**src/rtl/hazard_stall_ctrl_if.sv**
```systemverilog
// Handshake bundle between the pipeline datapath and the hazard/stall controller.
// The master side is the pipeline; the slave side is the controller.
interface hazard_stall_ctrl_if #(
    parameter int REG_W = 5,
    parameter int CNT_W = 16
);
    logic [REG_W-1:0] ifid_rs1;
    logic [REG_W-1:0] ifid_rs2;
    logic             ifid_use_rs1;
    logic             ifid_use_rs2;
    logic [REG_W-1:0] idex_rd;
    logic             idex_memread;
    logic             ex_is_div;
    logic             div_done;
    logic             ex_redirect;

    logic             pc_write;
    logic             ifid_write;
    logic             ctrl_bubble_sel;
    logic             ifid_flush;
    logic             ex_hold;
    logic             exmem_bubble;
    logic             div_start;
    logic             div_err;
    logic [CNT_W-1:0] stall_cnt;

    modport master (
        output ifid_rs1, ifid_rs2, ifid_use_rs1, ifid_use_rs2,
               idex_rd, idex_memread, ex_is_div, div_done, ex_redirect,
        input  pc_write, ifid_write, ctrl_bubble_sel, ifid_flush,
               ex_hold, exmem_bubble, div_start, div_err, stall_cnt
    );

    modport slave (
        input  ifid_rs1, ifid_rs2, ifid_use_rs1, ifid_use_rs2,
               idex_rd, idex_memread, ex_is_div, div_done, ex_redirect,
        output pc_write, ifid_write, ctrl_bubble_sel, ifid_flush,
               ex_hold, exmem_bubble, div_start, div_err, stall_cnt
    );
endinterface

```
**src/rtl/hazard_stall_ctrl.sv**
```systemverilog
// Pipeline hazard/stall controller: load-use stalls, multi-cycle divide sequencing
// with a watchdog, wrong-path squash on redirect, and a saturating stall counter.
module hazard_stall_ctrl #(
    parameter int REG_W       = 5,
    parameter int DIV_MAX_CYC = 34,
    parameter int CNT_W       = 16
) (
    input logic                clk,
    input logic                rst_n,
    hazard_stall_ctrl_if.slave bus
);
    localparam int WD_W = $clog2(DIV_MAX_CYC + 1);
    localparam logic [WD_W-1:0] WD_LIMIT = WD_W'(DIV_MAX_CYC - 1);

    typedef enum logic {RUN, DIV_BUSY} state_t;

    state_t           state;
    state_t           next_state;
    logic [WD_W-1:0]  wdog;
    logic [CNT_W-1:0] stall_cnt;
    logic             lu_haz;

    logic pc_write, ifid_write, ctrl_bubble_sel, ifid_flush;
    logic ex_hold, exmem_bubble, div_start, div_err;

    assign lu_haz = bus.idex_memread && (bus.idex_rd != '0) &&
                    ((bus.ifid_use_rs1 && (bus.ifid_rs1 == bus.idex_rd)) ||
                     (bus.ifid_use_rs2 && (bus.ifid_rs2 == bus.idex_rd)));

    // Watchdog is held at zero in RUN so it starts from zero on the first busy cycle.
    always_ff @(posedge clk) begin
        if (!rst_n) begin
            state     <= RUN;
            wdog      <= '0;
            stall_cnt <= '0;
        end else begin
            state <= next_state;
            if (state == DIV_BUSY) begin
                wdog <= wdog + 1'b1;
            end else begin
                wdog <= '0;
            end
            if (!pc_write && (stall_cnt != {CNT_W{1'b1}})) begin
                stall_cnt <= stall_cnt + 1'b1;
            end
        end
    end

    always_comb begin
        next_state      = state;
        pc_write        = 1'b1;
        ifid_write      = 1'b1;
        ctrl_bubble_sel = 1'b0;
        ifid_flush      = 1'b0;
        ex_hold         = 1'b0;
        exmem_bubble    = 1'b0;
        div_start       = 1'b0;
        div_err         = 1'b0;

        case (state)
            RUN: begin
                if (bus.ex_redirect) begin
                    ifid_flush      = 1'b1;
                    ctrl_bubble_sel = 1'b1;
                end else if (bus.ex_is_div) begin
                    pc_write     = 1'b0;
                    ifid_write   = 1'b0;
                    ex_hold      = 1'b1;
                    exmem_bubble = 1'b1;
                    div_start    = 1'b1;
                    next_state   = DIV_BUSY;
                end else if (lu_haz) begin
                    pc_write        = 1'b0;
                    ifid_write      = 1'b0;
                    ctrl_bubble_sel = 1'b1;
                end
            end
            DIV_BUSY: begin
                // The divide owns EX here, so redirects and load-use are not looked at.
                pc_write     = 1'b0;
                ifid_write   = 1'b0;
                ex_hold      = 1'b1;
                exmem_bubble = 1'b1;
                if (bus.div_done) begin
                    ex_hold      = 1'b0;
                    exmem_bubble = 1'b0;
                    next_state   = RUN;
                end else if (wdog == WD_LIMIT) begin
                    div_err    = 1'b1;
                    ex_hold    = 1'b0;
                    next_state = RUN;
                end
            end
            default: next_state = RUN;
        endcase

        if (!rst_n) begin
            next_state      = RUN;
            pc_write        = 1'b0;
            ifid_write      = 1'b0;
            ctrl_bubble_sel = 1'b1;
            ifid_flush      = 1'b1;
            ex_hold         = 1'b0;
            exmem_bubble    = 1'b1;
            div_start       = 1'b0;
            div_err         = 1'b0;
        end
    end

    assign bus.pc_write        = pc_write;
    assign bus.ifid_write      = ifid_write;
    assign bus.ctrl_bubble_sel = ctrl_bubble_sel;
    assign bus.ifid_flush      = ifid_flush;
    assign bus.ex_hold         = ex_hold;
    assign bus.exmem_bubble    = exmem_bubble;
    assign bus.div_start       = div_start;
    assign bus.div_err         = div_err;
    assign bus.stall_cnt       = stall_cnt;
endmodule

```
**src/flat_wrapper.sv**
```systemverilog
// flat-port wrapper written by rule: the top's interface ports become plain ports
module hazard_stall_ctrl_flat 
#(
    parameter int REG_W       = 5,
    parameter int DIV_MAX_CYC = 34,
    parameter int CNT_W       = 16
)
  (clk, rst_n, bus_ifid_rs1, bus_ifid_rs2, bus_ifid_use_rs1, bus_ifid_use_rs2, bus_idex_rd, bus_idex_memread, bus_ex_is_div, bus_div_done, bus_ex_redirect, bus_pc_write, bus_ifid_write, bus_ctrl_bubble_sel, bus_ifid_flush, bus_ex_hold, bus_exmem_bubble, bus_div_start, bus_div_err, bus_stall_cnt);
  hazard_stall_ctrl_if #(.REG_W(REG_W), .CNT_W(CNT_W)) bus_i ();
  input logic clk;
  input logic rst_n;
  input wire logic [$bits(bus_i.ifid_rs1)-1:0] bus_ifid_rs1;
  input wire logic [$bits(bus_i.ifid_rs2)-1:0] bus_ifid_rs2;
  input wire logic [$bits(bus_i.ifid_use_rs1)-1:0] bus_ifid_use_rs1;
  input wire logic [$bits(bus_i.ifid_use_rs2)-1:0] bus_ifid_use_rs2;
  input wire logic [$bits(bus_i.idex_rd)-1:0] bus_idex_rd;
  input wire logic [$bits(bus_i.idex_memread)-1:0] bus_idex_memread;
  input wire logic [$bits(bus_i.ex_is_div)-1:0] bus_ex_is_div;
  input wire logic [$bits(bus_i.div_done)-1:0] bus_div_done;
  input wire logic [$bits(bus_i.ex_redirect)-1:0] bus_ex_redirect;
  output wire logic [$bits(bus_i.pc_write)-1:0] bus_pc_write;
  output wire logic [$bits(bus_i.ifid_write)-1:0] bus_ifid_write;
  output wire logic [$bits(bus_i.ctrl_bubble_sel)-1:0] bus_ctrl_bubble_sel;
  output wire logic [$bits(bus_i.ifid_flush)-1:0] bus_ifid_flush;
  output wire logic [$bits(bus_i.ex_hold)-1:0] bus_ex_hold;
  output wire logic [$bits(bus_i.exmem_bubble)-1:0] bus_exmem_bubble;
  output wire logic [$bits(bus_i.div_start)-1:0] bus_div_start;
  output wire logic [$bits(bus_i.div_err)-1:0] bus_div_err;
  output wire logic [$bits(bus_i.stall_cnt)-1:0] bus_stall_cnt;
  assign bus_i.ifid_rs1 = bus_ifid_rs1;
  assign bus_i.ifid_rs2 = bus_ifid_rs2;
  assign bus_i.ifid_use_rs1 = bus_ifid_use_rs1;
  assign bus_i.ifid_use_rs2 = bus_ifid_use_rs2;
  assign bus_i.idex_rd = bus_idex_rd;
  assign bus_i.idex_memread = bus_idex_memread;
  assign bus_i.ex_is_div = bus_ex_is_div;
  assign bus_i.div_done = bus_div_done;
  assign bus_i.ex_redirect = bus_ex_redirect;
  assign bus_pc_write = bus_i.pc_write;
  assign bus_ifid_write = bus_i.ifid_write;
  assign bus_ctrl_bubble_sel = bus_i.ctrl_bubble_sel;
  assign bus_ifid_flush = bus_i.ifid_flush;
  assign bus_ex_hold = bus_i.ex_hold;
  assign bus_exmem_bubble = bus_i.exmem_bubble;
  assign bus_div_start = bus_i.div_start;
  assign bus_div_err = bus_i.div_err;
  assign bus_stall_cnt = bus_i.stall_cnt;
  hazard_stall_ctrl #(.REG_W(REG_W), .DIV_MAX_CYC(DIV_MAX_CYC), .CNT_W(CNT_W)) u_core (.clk(clk), .rst_n(rst_n), .bus(bus_i));
endmodule
```
**config.mk**
```make
export PLATFORM = sky130hd
export DESIGN_NAME = hazard_stall_ctrl_flat
export DESIGN_NICKNAME = d
export VERILOG_FILES = /design/src/rtl/hazard_stall_ctrl_if.sv /design/src/rtl/hazard_stall_ctrl.sv /design/src/flat_wrapper.sv
export SDC_FILE = /design/constraint.sdc
export NUM_CORES = 1
export LEC_CHECK = 0
export ABC_CLOCK_PERIOD_IN_PS = 1710
export CORE_UTILIZATION = 35
export DETAILED_ROUTE_END_ITERATION = 10
export PLACE_DENSITY_LB_ADDON = 0.1
export SLEW_MARGIN = 10
export SYNTH_ARGS = -nofsm -noshare
export SYNTH_HDL_FRONTEND = slang
export SYNTH_SLANG_ARGS = --single-unit
```
**constraint.sdc**
```tcl
create_clock -name clk -period 1.71 [get_ports clk]
set_input_delay 0.342 -clock clk [delete_from_list [all_inputs] [get_ports clk]]
set_output_delay 0.342 -clock clk [all_outputs]
set_load 0.01 [all_outputs]
```
# ---- Yosys cells after proc, flatten, opt, wreduce, memory -nomap -nowiden
# Index checks and enable logic that the tools add are counted.
dict set report word_totals {
  word_cells 47
  regBits 23
  inputBits 23
}
dict set report classes {
  bitwise 1
  n_reduce_logical 9
  n_mux 28
  eq_ne 4
  addsub 2
}
# op count
set op_table {}
lappend op_table {{2-to-1 mux 1 bit} 25}
lappend op_table {{adder 16 x 1 -> 16 bit, second input constant} 1}
lappend op_table {{inequality test 16 bit, second input constant} 1}
lappend op_table {{equality test 5 bit} 2}
lappend op_table {{adder 6 x 1 -> 6 bit, second input constant} 1}
lappend op_table {{equality test 6 bit, second input constant} 1}
lappend op_table {{one-hot mux 1 bit (2 select lines)} 3}
lappend op_table {{logical AND 1 bit} 5}
lappend op_table {{nonzero test 5 bit} 1}
lappend op_table {{AND reduction 2 bit} 1}
lappend op_table {{logical NOT 1 bit} 1}
lappend op_table {{logical OR 1 bit} 1}
lappend op_table {{NOT 1 bit} 1}

# ---- Depth between registers and ports, before layout
# Gate-level depths: netlist of run 1.
dict set report depth {
  depth_word 11
  mapped_depth 8
}

# ---- Least setup slack after synthesis of run 1
# No wires, ideal clock.
dict set report synth_path {
  kind {in2out}
  start {input port bus_idex_rd[0]}
  end {output port bus_pc_write}
  cell_stages 5
  setup_slack_ps -221
  arrival_time_ps 1589
  cell_sequence {or4_1 > o21ai_2 > nor2_1 > a21boi_1 > buf_4}
}
dict set report synth_between {
  elab_chain_cells 9
  elab_cells_between_ends 13
}
# item line
set synth_rtl {}
lappend synth_rtl {{from (decl)} flat_wrapper.sv:16} ;# input wire logic [$bits(bus_i.idex_rd)-1:0] bus_idex_rd;
lappend synth_rtl {{equality test 5 bit, on equally long branches} {hazard_stall_ctrl.sv:27, hazard_stall_ctrl.sv:28}}
lappend synth_rtl {{logical AND 1 bit, on equally long branches} {hazard_stall_ctrl.sv:27, hazard_stall_ctrl.sv:28}}
lappend synth_rtl {{logical OR 1 bit} hazard_stall_ctrl.sv:27} ;# ((bus.ifid_use_rs1 && (bus.ifid_rs1 == bus.idex_rd)) ||
lappend synth_rtl {{logical AND 1 bit *} hazard_stall_ctrl.sv:26} ;# assign lu_haz = bus.idex_memread && (bus.idex_rd != '0) &&
lappend synth_rtl {{2-to-1 mux 1 bit * (3 in a row)} -}
lappend synth_rtl {{one-hot mux 1 bit (2 select lines) *} -}
lappend synth_rtl {{2-to-1 mux 1 bit *} -}
lappend synth_rtl {{to (decl)} flat_wrapper.sv:21} ;# output wire logic [$bits(bus_i.pc_write)-1:0] bus_pc_write;
# Mark *: on every way between the ends. The rest lies on a longest branch, timed or not.

# ---- Worst setup path after layout of run 1
dict set report layout_path {
  start {register u_core.stall_cnt[0] (netlist: u_core.bus.stall_cnt[0])}
  end {register u_core.stall_cnt[15] (netlist: u_core.bus.stall_cnt[15])}
}
dict set report layout_between {
  elab_chain_cells 2
  elab_cells_between_ends 3
}
# item line
set layout_rtl {}
lappend layout_rtl {{from (decl)} hazard_stall_ctrl.sv:20} ;# logic [CNT_W-1:0] stall_cnt;
lappend layout_rtl {{from (signal assigned)} hazard_stall_ctrl.sv:44} ;# stall_cnt <= stall_cnt + 1'b1;
lappend layout_rtl {{branches (longest 2 deep; another with adder 16 x 1 -> 16 bit)} -}
# Several ways; the timed one is not identified.
# A chain may end at the register's enable or synchronous reset.

==> results of run 1 <==
## layer usage
metal	track usage [%]	routed length, um
met1	21.7	1460
met2	41.0	2100
met3	2.55	139
met4	3.49	32
met5	0	0
## power by group
| group | total (mW) | switching, mW | internal, mW |
|---|---|---|---|
| Sequential | 0.557 | 0.00979 | 0.548 |
| Clock | 0.331 | 0.168 | 0.162 |
| Combinational | 0.274 | 0.120 | 0.153 |
## area by class of cell
| class | count | area (um^2) |
|---|---|---|
| fillers | 293 | 1080 |
| multi-input cells | 123 | 945 |
| repair buffers | 93 | 825 |
| flip-flops and latches | 23 | 469 |
| well taps | 46 | 57.6 |
| clock buffers | 3 | 41.3 |
| inverters | 6 | 22.5 |
| clock inverters | 1 | 5.00 |
## worst max-delay path, cell delays in order, from the launching register on
cell and delay, ns:
dfxtp_2 0.34, ha_4 0.16, nand4_1 0.13, nor4_4 0.07
nor4_4 0.29, a21oi_4 0.11, buf_12 0.15, or4_1 0.46
a21oi_1 0.14
## timing repair
action / 4_1_cts / 5_1_grt
gates resized for setup: 82 / 24
hold buffers: 0 / 0
gates cloned: 1 / 0
setup endpoints to repair: 24 / 24
pin swaps: 25 / 14
buffers inserted: 6 / 0
## cell families after synthesis
kind of cell    count (synthesis)  synth area share [%]
compound gates                 37                  16.5
xor+xnor                       16                  10.9
fa+ha+maj                       3                  2.91
buf+inv                        11                  4.66
flops                          23                  35.7
mux                             1                 0.776
simple gates                   66                  28.6
## metrics by stage
| stage | cells | hold WS, ns | setup slack, ns |
|---|---|---|---|
| detailed placement | 284 | 0.495 | -0.924 |
| finish | 295 | 0.510 | -0.206 |
| floorplan | 157 | 0.433 | -0.103 |
| global placement | 284 | 0.474 | -0.882 |
| global route | 295 | 0.529 | -0.256 |
| CTS | 295 | 0.512 | -0.215 |
## layout by cell type, fill, tap and decap left out, drive strengths merged
cell type	count
a21boi	1
a21o	1
a21oi	17
a31oi	1
and2	2
and3	1
buf	57
clkbuf	4
clkdlybuf4s15	1
clkdlybuf4s50	19
clkinv	1
dfxtp	23
dlygate4sd2	14
dlymetal6s2s	1
ha	3
inv	6
mux2i	1
nand2	10
nand2b	1
nand3	8
nand3b	1
nand4	8
nor2	14
nor3	4
nor3b	1
nor4	2
nor4b	1
o21ai	15
o22ai	1
o31ai	1
or3	11
or4	2
xnor2	13
xor2	3
## flip-flops by register name, summed over array words and instances, names as in the netlist
name / cells
u_core.bus.stall_cnt: 16
u_core.wdog: 6
u_core.state: 1
## worst max path at each step
stage / slack (ns) / end / cells past startpoint / from
2_1_floorplan: -0.10 / bus_pc_write / 5 / bus_idex_rd[0]
3_5_place_dp: -0.92 / bus_ifid_write / 6 / bus_idex_rd[0]
3_3_place_gp: -0.88 / bus_ifid_write / 6 / bus_idex_rd[0]
5_1_grt: -0.26 / u_core.bus.stall_cnt[15] / 8 / u_core.bus.stall_cnt[0]
6_report: -0.21 / u_core.bus.stall_cnt[15] / 8 / u_core.bus.stall_cnt[0]
4_1_cts: -0.22 / bus_ctrl_bubble_sel / 7 / bus_idex_rd[2]
==> results.json, run 1 <==
{
  "outcome": "finished, violations left",
  "violations": "negative setup slack",
  "p_leak_nw": 0.939,
  "area_growth_pct": 83.3,
  "synth_warnings": 0,
  "setup_viol": 20,
  "antenna_cells": 0,
  "postPlaceCellArea_um2": 2120,
  "synthArstFlopShare_pct": 0,
  "cts_tree": "done",
  "wl_per_cell_um": 12.6,
  "final_layout_size_suffix_gt1_share_pct": 40.2,
  "synth_edf_count": 0,
  "synth.most_common_cell": "dfxtp_1",
  "final_core_util_pct": 68.7,
  "numCtsBuffers": 3,
  "cp.required_ns": 1.90,
  "core-area_um2": 3440,
  "io_pins": 47,
  "synth_seq_cells": 23,
  "setup_slack_ns": -0.206,
  "fin_tns_setup_ns": -2.27,
  "worstSetupPathType": "reg -> reg",
  "fmax_ghz": 0.522,
  "ir_drop_mv": 0.286,
  "synthCells": 157,
  "start_kind": "flop",
  "finalMaxSlewViolations": 0,
  "hp-start": "u_core.bus.stall_cnt[15]",
  "vias": 1488,
  "r2r_end": "u_core.bus.stall_cnt[15]",
  "synth_top_area_share_pct": 35.7,
  "finalCriticalPeriod_ns": 1.92,
  "gr-total-overflow": 0,
  "syn-cell-area_um2": 1290,
  "drv_cap": 0,
  "cts_sinks": 23,
  "initial_utilization_pct": 37.5,
  "postRouteAntennaNets": 0,
  "p_per_area_nw_per_um2": 491,
  "worstSkewPairLatency_ns": 0.26,
  "cp-end-kind": "flop",
  "synth_largest_area_cell": "dfxtp_1",
  "finalCritPeriodShare_pct": 112,
  "final_area_um2": 2360,
  "rsz0062_at_grt": "yes",
  "avgSynthCellArea_um2": 8.22,
  "nets": 276,
  "cts_root_buf": "clkbuf_8",
  "wirelength_um": 3730,
  "h-tree-depth": 1,
  "dp_hpwl_um": 2740,
  "grt_pass1_wl_um": 6510,
  "worstMarginPinSlew_ns": 0.372,
  "grt_pass1_vias": 1516,
  "syn-num-nets": 183,
  "fin_skew_ns": 0.00611,
  "worstPathArrival_ns": 2.11,
  "path_clk_slew_ns": 0.08,
  "die_x_um": 62.7,
  "viasPerCell": 5.04,
  "rows": 21,
  "r2r_cells": 8,
  "drc": 0,
  "grt_start_max_net_pins": 15,
  "grtUsageTotal_pct": 20.1,
  "ys_top_cells_by_count": "dfxtp_1 (23), a21oi_1 (15), nor2_1 (14), xnor2_1 (13), o21ai_1 (11)",
  "fp.dieH_um": 62.7,
  "synthTopCellsByArea": "dfxtp_1 (36%), xnor2_1 (8.8%), a21oi_1 (5.8%)",
  "relSlewSlack_pct": 75.0,
  "ys_seq_area_share_pct": 35.7,
  "dr.pass1.iters": 4,
  "synth_ff_type": "dfxtp_1",
  "min_to": "u_core.bus.stall_cnt[15]",
  "r2r_start": "u_core.bus.stall_cnt[0]",
  "hold_violations": 0,
  "antenna_found_initial": 0,
  "place_congestion": 0.758,
  "hold-path-cell-count": 2,
  "drt_iter0_markers": 59,
  "port_buffers": 46,
  "hold_path_class": "reg -> reg",
  "cp_max_fo": 6,
  "cts_max_path_buffers": 2,
  "power_mw": 1.16,
  "die_area_um2": 3930,
  "r2r_slack_ns": -0.21,
  "synth_cell_types": 36
}
Note: power is estimated with default switching activity, not from simulation.
==> run 2, diff against run 1 <==
--- a/config.mk
+++ b/config.mk
@@ -8,6 +8,7 @@
 export ABC_CLOCK_PERIOD_IN_PS = 1710
 export CORE_UTILIZATION = 35
 export DETAILED_ROUTE_END_ITERATION = 10
+export MAX_ROUTING_LAYER = met4
 export PLACE_DENSITY_LB_ADDON = 0.1
 export SLEW_MARGIN = 10
 export SYNTH_ARGS = -nofsm -noshare
==> run 2 against run 1 <==
The run still ends with negative setup slack left. Clock power about the same. Setup slack worse by 0.0026 ns. Non-clock buffer count stayed put. Die area unchanged. Critical path type unchanged.
==> results.json, run 2 (synthesized netlist as in run 1, its figures left out) <==
{
  "outcome": "finished, violations left",
  "violations": "negative setup slack",
  "cp.required_ns": 1.90,
  "dr.pass1.iters": 4,
  "critPathCapture": "u_core.bus.stall_cnt[15]",
  "holdWs_ns": 0.510,
  "cts_sinks": 23,
  "postRouteAntennaNets": 0,
  "largest_register": "u_core.bus.stall_cnt",
  "core-area_um2": 3440,
  "drv_cap": 0,
  "io_pins": 47,
  "grt_start_max_net_pins": 15,
  "worstPathArrival_ns": 2.11,
  "postPlaceCellArea_um2": 2120,
  "viasPerCell": 5.04,
  "numCtsBuffers": 3,
  "wirelength_um": 3730,
  "final_area_um2": 2360,
  "worst-path-stages": 8,
  "vias": 1488,
  "path_cells": "ha_4 -> nand4_1 -> nor4_4 -> nor4_4 -> a21oi_4 -> buf_12 -> or4_1 -> a21oi_1",
  "cts_tree": "done",
  "cp-end-kind": "flop",
  "area_growth_pct": 83.3,
  "cpPeakStageDelay_ns": 0.46,
  "p_leak_nw": 0.939,
  "die_x_um": 62.7,
  "port_buffers": 46,
  "r2r_start": "u_core.bus.stall_cnt[0]",
  "h-tree-depth": 1,
  "drc": 0,
  "drt_iter0_markers": 74,
  "cp_max_fo": 6,
  "relSlewSlack_pct": 75.0,
  "cp_common_cell": "nor4_4",
  "final_cell_mix": "buf_4 (38), clkdlybuf4s50_1 (19), dfxtp_1 (16)",
  "nets": 276,
  "wl_per_cell_um": 12.7,
  "fin_skew_ns": 0.00654,
  "die_area_um2": 3930,
  "dp_hpwl_um": 2740,
  "path_buf_inv": 1,
  "final_core_util_pct": 68.7,
  "cts_max_path_buffers": 2,
  "hold_path_class": "reg -> reg",
  "antenna_found_initial": 0,
  "antenna_cells": 0,
  "multi_input_area_um2": 945,
  "cp_slowest_cell": "or4_1",
  "setup_slack_ns": -0.208,
  "finalCritPeriodShare_pct": 112,
  "finalCriticalPeriod_ns": 1.92,
  "worstMarginPinSlew_ns": 0.372,
  "final_layout_size_suffix_gt1_share_pct": 40.2,
  "largest_register_ffs": 16,
  "worstSetupPathType": "reg -> reg",
  "worstSkewPairLatency_ns": 0.26,
  "crit_family": "simple AND/OR/NAND/NOR gates",
  "r2r_end": "u_core.bus.stall_cnt[15]",
  "place_congestion": 0.767,
  "setup_viol": 20,
  "fillCellCount": 293,
  "grt_pass1_vias": 1514,
  "path_clk_slew_ns": 0.08,
  "mostFrequentLayoutCell": "buf_4",
  "grt_pass1_wl_um": 6520,
  "start_kind": "flop",
  "fmax_ghz": 0.521,
  "regArea_um2": 469,
  "gr-total-overflow": 0,
  "finalMaxSlewViolations": 0,
  "cts_root_buf": "clkbuf_8",
  "rows": 21,
  "initial_utilization_pct": 37.5,
  "crit_start": "u_core.bus.stall_cnt[0]",
  "r2r_slack_ns": -0.21,
  "ir_drop_mv": 0.287,
  "fp.dieH_um": 62.7,
  "top_regs": "u_core.bus.stall_cnt: 16 flops, u_core.wdog: 6 flops, u_core.state: 1 flops",
  "rsz0062_at_grt": "yes",
  "grtUsageTotal_pct": 20.7,
  "hold_violations": 0,
  "r2r_cells": 8,
  "p_per_area_nw_per_um2": 492
}
-- run 2: timing repair --
action                                 CTS  global route
hold buffers                             0             0
setup buffers                            6             0
setup endpoints to repair               24            24
pin swaps                               25            14
gates cloned                             1             0
resized for setup                       82            24
endpoints found under the hold margin    0             0
-- run 2: layout make-up --
type,count,share of cell area (%)
Multi-Input combinational cell,123,39.9
Clock buffer,3,1.75
Sequential cell,23,19.8
Clock inverter,1,0.212
Tap cell,46,2.43
Timing Repair Buffer,93,34.9
Inverter,6,0.952
-- run 2: worst register-to-register path: stages, from the launching register on --
cell     delay, ns
dfxtp_2       0.34
ha_4          0.16
nand4_1       0.13
nor4_4        0.07
nor4_4        0.29
a21oi_4       0.11
buf_12        0.15
or4_1         0.46
a21oi_1       0.14
-- run 2: per-layer routing --
layer / up-vias / part of all wire [%] / GRT usage (%)
met5: - / 0 / -
met4: 0 / 0.86 / 3.49
met3: 4 / 3.5 / 2.55
met2: 39 / 56 / 40.9
met1: 698 / 40 / 21.9
li1: 747 / - / -
-- run 2: power by group --
group          switching, mW  internal (mW)
sequential           0.00979          0.548
combinational          0.121          0.154
clock                  0.168          0.162
total                  0.299          0.863
-- run 2: worst min-delay path by stage --
stage | startpoint | end | slack [ns] | cells after the start
2_1_floorplan | u_core.wdog[0] | u_core.wdog[0] | 0.43 | 1
3_3_place_gp | u_core.bus.stall_cnt[15] | u_core.bus.stall_cnt[15] | 0.47 | 2
3_5_place_dp | u_core.bus.stall_cnt[15] | u_core.bus.stall_cnt[15] | 0.50 | 2
4_1_cts | u_core.bus.stall_cnt[15] | u_core.bus.stall_cnt[15] | 0.51 | 2
5_1_grt | u_core.bus.stall_cnt[15] | u_core.bus.stall_cnt[15] | 0.53 | 2
6_report | u_core.bus.stall_cnt[15] | u_core.bus.stall_cnt[15] | 0.51 | 2
-- run 2: stage by stage --
step	worst slack, ns	instances	TNS [ns]	total power [mW]
after global placement	-0.882	284	-13.69	0.819
after floorplan	-0.103	157	-0.330	0.663
after CTS	-0.215	295	-2.74	1.15
after global routing	-0.256	295	-3.97	1.22
after detailed placement	-0.924	284	-14.57	0.829
final	-0.208	295	-2.39	1.16
